## src/rtl/io_display_scheduler_pkg.sv

```systemverilog
// Shared constants for the display scheduler: default hold time, FSM
// encodings and the IO addresses the CPU-side decode uses to reach this block.
package io_display_scheduler_pkg;

  localparam int unsigned ONE_SEC = 100_000_000;

  localparam logic [0:0] SCHED_IDLE = 1'b0;
  localparam logic [0:0] SCHED_SHOW = 1'b1;

  localparam logic [31:0] IO_SEG_ADDR   = 32'hFFFF_0010;
  localparam logic [31:0] IO_BLINK_ADDR = 32'hFFFF_0014;

  // Width needed for a down-counter whose largest load value is hold-1.
  function automatic int unsigned timer_width(input int unsigned hold);
    return (hold > 1) ? $clog2(hold) : 1;
  endfunction

endpackage

```

## src/rtl/io_display_scheduler_sync_fifo.sv

```systemverilog
// Circular queue of display words with occupancy count, synchronous clear
// and a look-ahead port exposing the entry behind the head.
module io_display_scheduler_sync_fifo #(
  parameter int unsigned DEPTH  = 32,
  parameter int unsigned DATA_W = 24,
  parameter int unsigned CNT_W  = $clog2(DEPTH) + 1
) (
  input  logic              clk,
  input  logic              rst,
  input  logic              clear,
  input  logic              push,
  input  logic [DATA_W-1:0] push_data,
  input  logic              pop,
  output logic [DATA_W-1:0] head_data,
  output logic [DATA_W-1:0] next_data,
  output logic [CNT_W-1:0]  count,
  output logic              full,
  output logic              empty
);

  localparam int unsigned PTR_W = $clog2(DEPTH);

  logic [DATA_W-1:0] mem_q [DEPTH];
  logic [PTR_W-1:0]  head_q, head_d;
  logic [PTR_W-1:0]  tail_q, tail_d;
  logic [CNT_W-1:0]  count_q, count_d;
  logic              push_en, pop_en;

  assign full  = (count_q == CNT_W'(DEPTH));
  assign empty = (count_q == '0);
  assign count = count_q;

  assign push_en = push && !full && !clear;
  assign pop_en  = pop && !empty && !clear;

  assign head_data = mem_q[head_q];
  assign next_data = mem_q[head_q + PTR_W'(1)];

  // Pointers are PTR_W bits wide, so the increments wrap DEPTH-1 -> 0.
  always_comb begin
    head_d  = head_q;
    tail_d  = tail_q;
    count_d = count_q;
    if (clear) begin
      head_d  = '0;
      tail_d  = '0;
      count_d = '0;
    end else begin
      if (push_en) tail_d = tail_q + PTR_W'(1);
      if (pop_en)  head_d = head_q + PTR_W'(1);
      case ({push_en, pop_en})
        2'b10:   count_d = count_q + CNT_W'(1);
        2'b01:   count_d = count_q - CNT_W'(1);
        default: count_d = count_q;
      endcase
    end
  end

  always_ff @(posedge clk) begin
    if (rst) begin
      head_q  <= '0;
      tail_q  <= '0;
      count_q <= '0;
    end else begin
      head_q  <= head_d;
      tail_q  <= tail_d;
      count_q <= count_d;
    end
  end

  always_ff @(posedge clk) begin
    if (push_en) mem_q[tail_q] <= push_data;
  end

endmodule

```

## src/rtl/io_display_scheduler.sv

```systemverilog
// Shows each queued display word for HOLD_CYCLES cycles, back to back, and
// runs the blink countdown.
//
//   state      | meaning
//   SCHED_IDLE | nothing displayed, seg_out = 0; loads head when queue non-empty
//   SCHED_SHOW | head word on seg_out, hold timer counting down to the pop
module io_display_scheduler
  import io_display_scheduler_pkg::*;
#(
  parameter int unsigned DEPTH       = 32,
  parameter int unsigned DATA_W      = 24,
  parameter int unsigned HOLD_CYCLES = ONE_SEC,
  parameter int unsigned CNT_W       = $clog2(DEPTH) + 1
) (
  input  logic              clk,
  input  logic              rst,
  input  logic              push_valid,
  input  logic [DATA_W-1:0] push_data,
  output logic              push_ready,
  input  logic              flush,
  input  logic              blink_load,
  input  logic [31:0]       blink_cycles,
  output logic [DATA_W-1:0] seg_out,
  output logic              seg_active,
  output logic [CNT_W-1:0]  count,
  output logic              full,
  output logic              empty,
  output logic              blink_out
);

  localparam int unsigned TIMER_W = timer_width(HOLD_CYCLES);
  localparam logic [TIMER_W-1:0] TIMER_RELOAD = TIMER_W'(HOLD_CYCLES - 1);

  logic [0:0]        state_q, state_d;
  logic [DATA_W-1:0] seg_q, seg_d;
  logic [TIMER_W-1:0] timer_q, timer_d;
  logic [31:0]       blink_q, blink_d;
  logic              blink_out_q, blink_out_d;
  logic              push_en, pop;
  logic [DATA_W-1:0] head_data, next_data;

  assign push_ready = !full && !flush;
  assign push_en    = push_valid && push_ready;

  io_display_scheduler_sync_fifo #(
    .DEPTH  (DEPTH),
    .DATA_W (DATA_W),
    .CNT_W  (CNT_W)
  ) u_fifo (
    .clk       (clk),
    .rst       (rst),
    .clear     (flush),
    .push      (push_en),
    .push_data (push_data),
    .pop       (pop),
    .head_data (head_data),
    .next_data (next_data),
    .count     (count),
    .full      (full),
    .empty     (empty)
  );

  // On the pop edge the successor is either the entry behind the head or,
  // if the queue held only the displayed word, a push landing on that edge.
  always_comb begin
    state_d = state_q;
    seg_d   = seg_q;
    timer_d = timer_q;
    pop     = 1'b0;
    if (flush) begin
      state_d = SCHED_IDLE;
      seg_d   = '0;
      timer_d = '0;
    end else begin
      case (state_q)
        SCHED_IDLE: begin
          if (!empty) begin
            seg_d   = head_data;
            timer_d = TIMER_RELOAD;
            state_d = SCHED_SHOW;
          end
        end
        SCHED_SHOW: begin
          if (timer_q == '0) begin
            pop = 1'b1;
            if (count > CNT_W'(1)) begin
              seg_d   = next_data;
              timer_d = TIMER_RELOAD;
            end else if (push_en) begin
              seg_d   = push_data;
              timer_d = TIMER_RELOAD;
            end else begin
              seg_d   = '0;
              timer_d = '0;
              state_d = SCHED_IDLE;
            end
          end else begin
            timer_d = timer_q - TIMER_W'(1);
          end
        end
        default: begin
          state_d = SCHED_IDLE;
          seg_d   = '0;
          timer_d = '0;
        end
      endcase
    end
  end

  always_comb begin
    blink_out_d = (blink_q != '0);
    if (blink_load)           blink_d = blink_cycles;
    else if (blink_q != '0)   blink_d = blink_q - 32'd1;
    else                      blink_d = blink_q;
  end

  always_ff @(posedge clk) begin
    if (rst) begin
      state_q     <= SCHED_IDLE;
      seg_q       <= '0;
      timer_q     <= '0;
      blink_q     <= '0;
      blink_out_q <= 1'b0;
    end else begin
      state_q     <= state_d;
      seg_q       <= seg_d;
      timer_q     <= timer_d;
      blink_q     <= blink_d;
      blink_out_q <= blink_out_d;
    end
  end

  assign seg_out    = seg_q;
  assign seg_active = (state_q == SCHED_SHOW);
  assign blink_out  = blink_out_q;

endmodule

```

## config.mk

```make
export PLATFORM = sky130hd
export DESIGN_NAME = io_display_scheduler
export DESIGN_NICKNAME = d
export VERILOG_FILES = /design/src/rtl/io_display_scheduler_pkg.sv /design/src/rtl/io_display_scheduler_sync_fifo.sv /design/src/rtl/io_display_scheduler.sv
export SDC_FILE = /design/constraint.sdc
export NUM_CORES = 1
export LEC_CHECK = 0
export BUFFER_PORTS_ARGS = -buffer_cell sky130_fd_sc_hd__buf_2
export CAP_MARGIN = 25
export CORE_MARGIN = 4
export CORE_UTILIZATION = 35
export CTS_CLUSTER_DIAMETER = 50
export DETAILED_ROUTE_END_ITERATION = 10
export GPL_TIMING_DRIVEN = 0
export PLACE_DENSITY_LB_ADDON = 0.12
export SLEW_MARGIN = 20
export SYNTH_ARGS = -nofsm -noshare
export SYNTH_HDL_FRONTEND = slang
export SYNTH_SLANG_ARGS = --single-unit
```

## constraint.sdc

```tcl
create_clock -name clk -period 5.2 [get_ports clk]
set_clock_uncertainty 0.2 [all_clocks]
set_input_delay 0.26 -clock clk [delete_from_list [all_inputs] [get_ports clk]]
set_output_delay 0.26 -clock clk [all_outputs]
set_load 0.05 [all_outputs]
```

[Yosys cells after proc, flatten, opt, wreduce, memory -nomap -nowiden]
Memory sizes are Yosys's and may differ from the RTL's. A register that Yosys moved wholly into a read port is not among the register bits.
Cells that the tools add are included.
Widths: inputs -> output; s select.
Word-level totals
  register bits after elaboration: 101
  RAM bits: 768
  bits of input ports: 61
  output and inout bits: 35
  logic and storage cells: 63
  memories: 1
Memories
  u_fifo.mem_q: depth 32, bits a word 24, read ports 2, clocked after memory_dff 1, wr ports 1, RTL line io_display_scheduler_sync_fifo.sv:23  | logic [DATA_W-1:0] mem_q [DEPTH];
Cells by class
  add/subtract/negate cells: 6
  magnitude comparators: 1
  equal/unequal tests: 5
  mux-type cells: 25
  bitwise logic cells: 1
  reduce and logical (&&, ||, !) cells: 16
Operator list (number)
  $mux 27: 4
  $mux 24: 4
  $mux 32: 2
  $pmux 27 s2: 1
  $pmux 24 s2: 1
  $reduce_bool 32->1: 1
  $sub 32x1->32 const B: 1
  $logic_not 27->1: 1
  $sub 27x1->27 const B: 1
  $pmux 6 s2: 1
  $add 5x1->5 const B: 2
  $mux 5: 2
  $mux 1: 9
  $add 6x1->6 const B: 1
  $eq 6x6->1 const B: 1
  $gt 6x1->1 const B: 1
  $logic_and 1x1->1: 6
  $logic_not 6->1: 1
  $sub 6x1->6 const B: 1
  $reduce_bool 2->1: 2
  $logic_not 1->1: 3
  $eq 2x1->1 const B: 1
  $eq 2x2->1 const B: 1
  $ne 2x1->1 const B: 1
  5 further kinds: 5

[Logic depth before layout (Yosys ltp)]
Gate-level depths: netlist of run 1.
  depth after elaboration: 8
  depth in mapped cells: 14

[Hierarchy]
From an unflattened synthesis of run 1, not the netlist that was laid out.
Unflattened totals
  cell total of the unflattened synthesis: 2391
  area total of the unflattened synthesis: 41483.5 sq um
By module, submodules not included
  io_display_scheduler_sync_fifo: times used 1, cells an instance 1752, area an instance 36488.7 sq um, sequential area each 23482.5 sq um
  io_display_scheduler: times used 1, cells an instance 639, area an instance 4994.8 sq um, sequential area each 1701.6 sq um

[Least setup slack after synthesis of run 1]
No wires, ideal clock.
  kind: register -> register
  start point: register u_fifo.count_q[0], in the netlist u_fifo.count[0]
  end point: memory u_fifo.mem_q[31][0], enable pin
  library setup time: 405 ps
  arrival time: 3260 ps
  path slack: 1335 ps
  cell stages (with the launch flop): 7
  buffers on the path: 0
  period minus slack after synthesis: 3865 ps
  path through: dfxtp_1 > inv_1 > ha_1 > and3_1 > nor2_1 > nand2_1 > nor2_1
Between the ends
  cells in the longest elaborated chain, start to end: 8
Ends and longest elaborated chain
  from (decl): RTL line io_display_scheduler_sync_fifo.sv:26  | logic [CNT_W-1:0] count_q, count_d;
  from (signal assigned): RTL line io_display_scheduler_sync_fifo.sv:67  | count_q <= count_d;
  $eq 6x6->1 *: RTL line io_display_scheduler_sync_fifo.sv:29  | assign full = (count_q == CNT_W'(DEPTH));
  via full: RTL line io_display_scheduler.sv:26  | output logic full,
  $logic_not 1->1 *: RTL line io_display_scheduler_sync_fifo.sv:33, io_display_scheduler.sv:42
  $logic_and 1x1->1: RTL line io_display_scheduler.sv:42  | assign push_ready = !full && !flush;
  $logic_and 1x1->1: RTL line io_display_scheduler.sv:43  | assign push_en = push_valid && push_ready;
  $logic_and 1x1->1 * (2 in series): RTL line io_display_scheduler_sync_fifo.sv:33  | assign push_en = push && !full && !clear;
  $mux 1 *: RTL line io_display_scheduler_sync_fifo.sv:72  | if (push_en) mem_q[tail_q] <= push_data;
  $mux 1 (implied by the code) *: RTL line io_display_scheduler_sync_fifo.sv:72
  to (decl): RTL line io_display_scheduler_sync_fifo.sv:23
The timed path passes the listed nets; every way through them passes the cells marked *.

==> results of run 1 <==
worst max-delay path: stages (launching register included):
cell and delay, ns:
dfxtp_1 0.60, clkbuf_1 0.73, buf_2 0.60, buf_1 0.66
mux4_2 0.42, mux2i_1 0.17, nor2_1 0.09, a311oi_1 0.89
nor3_1 0.33, a32o_1 0.35
state kept, by name, summed over array words and instances, names as in the netlist, named ones only:
register	count
blink_out	1
blink_q	32
seg_active	1
seg_out	24
timer_q	27
u_fifo.count	6
u_fifo.head_q	5
u_fifo.mem_q	768
u_fifo.tail_q	5
kinds of logic (layout without fill, tap and decap cells):
group	after synthesis	count (layout)
DFF	874	874
muxes	530	530
and+or+nand+nor	466	466
AOI/OAI and AO/OA	458	458
xor gates and xnor gates	40	40
other	0	7
adders and majority gates	14	14
buffers and inverters	235	651
synth_stat cells, types with 11 or more instances:
cell type  instances
edfxtp_1         768
mux4_2           288
mux2i_1          193
clkbuf_1         130
nor2_1           121
dfxtp_1          106
nand2_1           73
a21oi_1           66
a22oi_1           66
nor3_1            66
o211ai_1          51
a32o_1            48
mux2_2            48
buf_2             45
nand4_1           39
a221oi_1          36
o22ai_1           36
o21ai_0           35
a211oi_1          33
nand2b_1          31
and2_1            26
inv_1             26
a311oi_1          24
buf_1             24
xor2_1            22
xnor2_1           18
nor4_1            16
o221a_2           16
or3_1             15
ha_1              14
o21a_1            13
nand3_1           11
or4_1             11
per-stage QoR:
step,setup WS [ns],hold WS [ns]
floorplan,1.33,0.159
global route,0.140,0.0302
global placement,-0.425,0.257
CTS,0.0705,0.00100
detailed placement,-0.0367,0.271
finish,0.0252,0.0312
power groups by stage:
stage	Sequential, uW	Combinational [uW]	Clock (uW)
finish	7720	700	8540
CTS	7720	692	8660
global route	7720	742	8980
detailed placement	7860	662	0
floorplan	7870	325	0
global placement	7860	636	0
what timing repair did:
action / 4_1_cts / 5_1_grt
endpoints found under the setup margin: 2 / 2
hold buffers: 45 / 0
pin swaps: 0 / 0
endpoints found under the hold margin: 130 / 0
resized for setup: 1 / 3
layer usage:
metal | vias up | part of all wire, %
met4 | 8 | 4.8
met2 | 1590 | 45
met5 | - | 0.034
met1 | 15021 | 40
li1 | 11537 | -
met3 | 332 | 9.7
final cells by class:
class / instances / area [um2]
diodes: 7 / 17.5
plain buffers: 209 / 897
clock buffers: 140 / 3130
clock inverters: 85 / 1020
fillers: 10520 / 68000
inverters: 26 / 97.6
multi-input cells: 1508 / 15700
flip-flops and latches: 874 / 25200
well taps: 1536 / 1920
repair buffers: 191 / 1960
worst max-delay path by stage:
stage	slack, ns	cells after the start	endpoint
finish	0.03	9	seg_out[17]
CTS	0.07	9	seg_out[3]
global placement	-0.43	8	seg_out[20]
detailed placement	-0.04	8	seg_out[16]
floorplan	1.33	6	u_fifo.mem_q[31][0]
global route	0.14	9	seg_out[0]
==> metrics.md, run 1 <==
| Metric | Value |
|---|---|
| Status | completed |
| Seq/Total Area, Yosys | 60.6% |
| Compound-Gate Fraction of Synth Area | 8.22% |
| P_sw | 3810 uW |
| Arr. time, crit path | 5.56 ns |
| Wire per inst | 35.5 um |
| Largest net degree at the start of global routing | 35 |
| Pwr/cell area | 340 mW/mm2 |
| Reg-to-Reg End | seg_out[17] |
| GR Util met3 | 7.06% |
| Placed Cells | 4,293 |
| Post-Syn Area | 0.0416 mm2 |
| Worst Max-Slew Pin Slew | 1.15 ns |
| Vias in the first global route | 28,868 |
| CTS tree | done |
| Overall Power | 17,000 uW |
| CTS H-tree depth | 3 |
| Most frequent cells in the layout | edfxtp_1, mux4_2, mux2i_1 |
| Post-Synth Simple-Gate Area | 5.96% |
| Leakage | 0.0151 uW |
| Endpoints failing setup | 0 |
| Comb power frac | 4.1% |
| Net count after synthesis | 2,692 |
| Yosys cell types | 68 |
| Commonest non-fill, non-tap cell in the layout | edfxtp_1 |
| Final hold violation count | 0 |
| Post-synthesis mux area share | 21.6% |
| Ranking of synthesized cells by area | edfxtp_1, mux4_2, dfxtp_1, mux2i_1, mux2_2 |
| Buffers on Ports | 94 |
| CTS clk-pin slew, worst paths | 0.06 ns |
| Asr flop ratio synth | 0% |
| Yosys top cell area share | 55.5% |
| Top_reg_cell synth | edfxtp_1 |
| CTS max path bufs | 3 |
| Post-synthesis adder-cell area fraction | 0.422% |
| Sequential share of power | 45.5% |
| Initial Util | 35.2% |
| R2R Setup Slk | 0.03 ns |
| DP Area | 0.0452 mm2 |
| Number of flops mapped to enable cells by yosys | 768 |
| WP data required | 5.59 ns |
| Share of cells above drive strength 1 | 27.3% |
| Syn_area_per_cell | 15.9 um2 |
| Die Y | 353 um |
| Remaining DRCs | 0 |
| R2R depth | 9 |
| CTS Root Cell | clkbuf_16 |
| Clk Latency, worst-skew pair | 0.72 ns |
| Worst hold path cell count | 1 |
| Antenna-violating nets left | 0 |
| Max IR drop VDD | 0.272 mV |
| Startpoint of the worst hold path | push_data[6] |
| Post-CTS setup buffer count | 0 |
| Internal power | 13,100 uW |
| Via density | 6.23 |
| Worst setup SP type | register |
| Largest family of logic cells by synthesized area | multiplexers |
| Total grt overflow | 0 |
| Critical Path End Type | register |
| Total Nets Final | 3,004 |
| # IOs | 96 |
| Synth Instances | 2,617 |
| Met1 routing resource usage after global routing | 33.8% |
| First-pass GRT wire length | 225,000 um |
| Post-DP HPWL | 114,000 um |
| Ys Warns | 0 |
| Xor/xnor cell area share of the yosys netlist | 0.843% |
| Initial DRT Pass Iterations | 6 |
| Antenna violations before repair | 16 |
| Total CTS buffers | 119 |
| Final period util | 99.5% |
| WS Path Type | reg2reg |
| Hold path endpoint | u_fifo.mem_q[31][6] |
| Clock Power Share | 50.4% |
| Leading area contributor after synthesis | edfxtp_1 |
| GPL Wtd Cong | 0.945 |
| Max-cap viol count | 0 |
| Global-route usage over all layers | 25.6% |
| Final Core Density | 42.3% |
| Crit Path Max Fanout | 10 |
| Tmin final | 5.17 ns |
| Setup TNS | 0 ns |
| Switching portion of total power | 22.5% |
| DR vias | 28,488 |
| Final WL | 163,000 um |
| Hold Crit Class | in2reg |
| Relative slew slack | 23.1% |
| Row count | 126 |
| Achievable Freq | 193 MHz |
| GR peak layer | met2 |
| DR iter-0 viols | 3,587 |
| Slew Limit Fails | 0 |
| Layout area overhead | 20.2% |
| Post-Layout Cell Count | 4,576 |
| Die area | 0.124 mm2 |
| Clk sinks | 874 |
| Unrepaired setup endpoints after global routing | no |
| Met2 Resource Use GR | 39.4% |
| Post-synthesis register bit count | 874 |
| Core Area | 0.118 mm2 |
| Post-route cell area | 0.0499 mm2 |
| Chip Width | 353 um |
(Power assumes the default switching activity.)
==> inputs of run 2 (changes only) <==
CELL_PAD_IN_SITES_DETAIL_PLACEMENT = 2   (was default)
CELL_PAD_IN_SITES_GLOBAL_PLACEMENT = 2   (was default)
CORE_MARGIN = 5   (was 4)
==> metrics.md, run 2 (synthesis results as in run 1) <==
| Metric | Value |
|---|---|
| Status | completed |
| CTS max path bufs | 3 (unchanged) |
| CTS tree | done |
| Largest net degree at the start of global routing | 35 (unchanged) |
| Final WS setup | 0.0806 ns (+0.0554 ns) |
| Placement-stage worst setup slack | -0.138 ns (-0.102 ns) |
| Remaining DRCs | 0 (unchanged) |
| Final period util | 98.5% (-1.1 points) |
| Post-DP HPWL | 123,000 um (+7.4%) |
| Crit Path Max Fanout | 10 (unchanged) |
| Total CTS buffers | 135 (+13%) |
| DR vias | 28,952 (+1.6%) |
| CTS Root Cell | clkbuf_16 |
| Vias in the first global route | 30,634 (+6.1%) |
| CTS clk-pin slew, worst paths | 0.06 ns (about the same) |
| DR iter-0 viols | 3,226 (-10%) |
| Total grt overflow | 0 (unchanged) |
| Buffers on Ports | 94 (unchanged) |
| Via density | 6.28 (+0.84%) |
| Biggest regs | u_fifo.mem_q (768), blink_q (32), timer_q (27) |
| Clk sinks | 874 (unchanged) |
| Largest Register | u_fifo.mem_q |
| Final hold violation count | 0 (unchanged) |
| Commonest non-fill, non-tap cell in the layout | edfxtp_1 |
| Total Nets Final | 3,038 (+1.1%) |
| Row count | 126 (unchanged) |
| Slew Limit Fails | 0 (unchanged) |
| WS Path Type | reg2reg |
| Placed Cells | 4,291 (-0.047%) |
| Share of cells above drive strength 1 | 27.8% (+0.46 points) |
| Hold Crit Class | in2reg |
| First-pass GRT wire length | 245,000 um (+8.8%) |
| Max-cap viol count | 0 (unchanged) |
| Unrepaired setup endpoints after global routing | no |
| Initial DRT Pass Iterations | 5 (-1) |
| Max reg flops | 768 (unchanged) |
| # IOs | 96 (unchanged) |
| Die area | 0.126 mm2 (+1.1%) |
| Tmin final | 5.12 ns (-0.0554 ns) |
| Antenna violations before repair | 18 (+2) |
| Endpoints failing setup | 0 (unchanged) |
| Initial Util | 35.2% (unchanged) |
| Critical Path End Type | register |
| CTS H-tree depth | 4 (+1) |
| Core Area | 0.118 mm2 (unchanged) |
| Most frequent cells in the layout | edfxtp_1, mux4_2, mux2i_1 |
| Achievable Freq | 195 MHz (+1.1%) |
| Layout area overhead | 21.7% |
| Post-CTS setup buffer count | 0 (unchanged) |
| Final WL | 176,000 um (+8.4%) |
| Post-Layout Cell Count | 4,612 (+0.79%) |
| Pwr/cell area | 353 mW/mm2 (+4.1%) |
| FILL cells | 11,184 (+6.3%) |
| Chip Width | 355 um (+0.57%) |
| Antenna-violating nets left | 0 (unchanged) |
| Arr. time, crit path | 5.63 ns (+0.07 ns) |
| Worst setup SP type | register |
| Clk Latency, worst-skew pair | 0.77 ns (+0.05 ns) |
| Global-route usage over all layers | 27.7% (+2.1 points) |
| GPL Wtd Cong | 0.986 (+4.4%) |
| Worst Max-Slew Pin Slew | 1.34 ns (+0.197 ns) |
| Max IR drop VDD | 0.345 mV (+27%) |
| Relative slew slack | 10.4% (-13 points) |
| WP data required | 5.71 ns (+0.12 ns) |
| Die Y | 355 um (+0.57%) |
| Leakage | 0.0154 uW (+2.2%) |
| Wire per inst | 38.2 um (+7.6%) |
## run 2: cell count changes in the layout (fill, tap and decap cells not counted), moves of 3 or more
cell,previous run,this run
buf_12,1,11
clkinv_4,8,4
buf_1,19,16
diode_2,7,3
clkbuf_16,122,142
buf_16,30,21
clkinv_1,15,11
dlygate4sd3_1,45,66
inv_6,10,15
a311oi_1,16,19
clkinv_2,11,19
a311oi_2,8,5
## run 2: where the power goes
group	total [uW]	leakage (uW)	switching, uW	internal (uW)
Clock	9410	0.00222	3530	5870
Sequential	7720	0.00777	46.2	7680
Combinational	740	0.00543	520	220
Total	17900	0.0154	4100	13800
## run 2: path summary, 6_finish.rpt
check	from	endpoint	slack, ns	cells past startpoint
worst max-delay path	u_fifo.head_q[0]	seg_out[12]	0.08	9
worst max register to register	u_fifo.head_q[0]	seg_out[12]	0.08	9
worst min-delay path	blink_load	blink_q[4]	0.03	4
worst min register to register	seg_out[4]	seg_out[4]	0.27	1
## run 2: worst max-delay path: stages, from the launching register on
cell and delay (ns):
dfxtp_1 0.34, clkbuf_1 0.51, clkdlybuf4s15_1 0.83, buf_1 0.80, mux4_2 0.36, mux2i_1 0.11, o211ai_1 0.47, a21oi_1 0.15
nor3_1 0.98, a32o_1 0.29
## run 2: cell type report
class	count	area (um2)	area share, %
diodes	3	7.51	0.0148
plain buffers	209	911	1.80
clock buffers	160	3630	7.18
clock inverters	87	1000	1.98
inverters	26	97.6	0.193
multi-input cells	1508	15700	31.1
flip-flops and latches	874	25200	49.8
well taps	1536	1920	3.80
repair buffers	209	2110	4.16
## run 2: routing by layer
layer | up-vias | global-route usage (%) | wire (um)
li1 | 11596 | - | -
met1 | 15719 | 35.5 | 71300
met2 | 1285 | 44.5 | 83000
met3 | 348 | 6.85 | 13600
met4 | 4 | 12.1 | 8260
met5 | - | 1.12 | 156
## run 2: per-stage QoR
stage	TNS [ns]	total power, uW	hold slack, ns	util [%]	area, um2
detailed placement	-0.227	8550	0.259	38.3	45200
global placement	-120.67	8510	0.254	37.3	43900
floorplan	0	8190	0.159	-	41600
global route	0	18400	0.00945	42.9	50600
CTS	0	18000	0.00323	42.8	50500
finish	0	17900	0.0256	42.9	50600
## run 2: repair_timing
action / CTS / global route
pin swaps: 0 / 0
gates cloned: 0 / 0
hold buffers: 66 / 0
gates resized for setup: 3 / 4
setup endpoints to repair: 2 / 2
hold endpoints to repair: 656 / 0
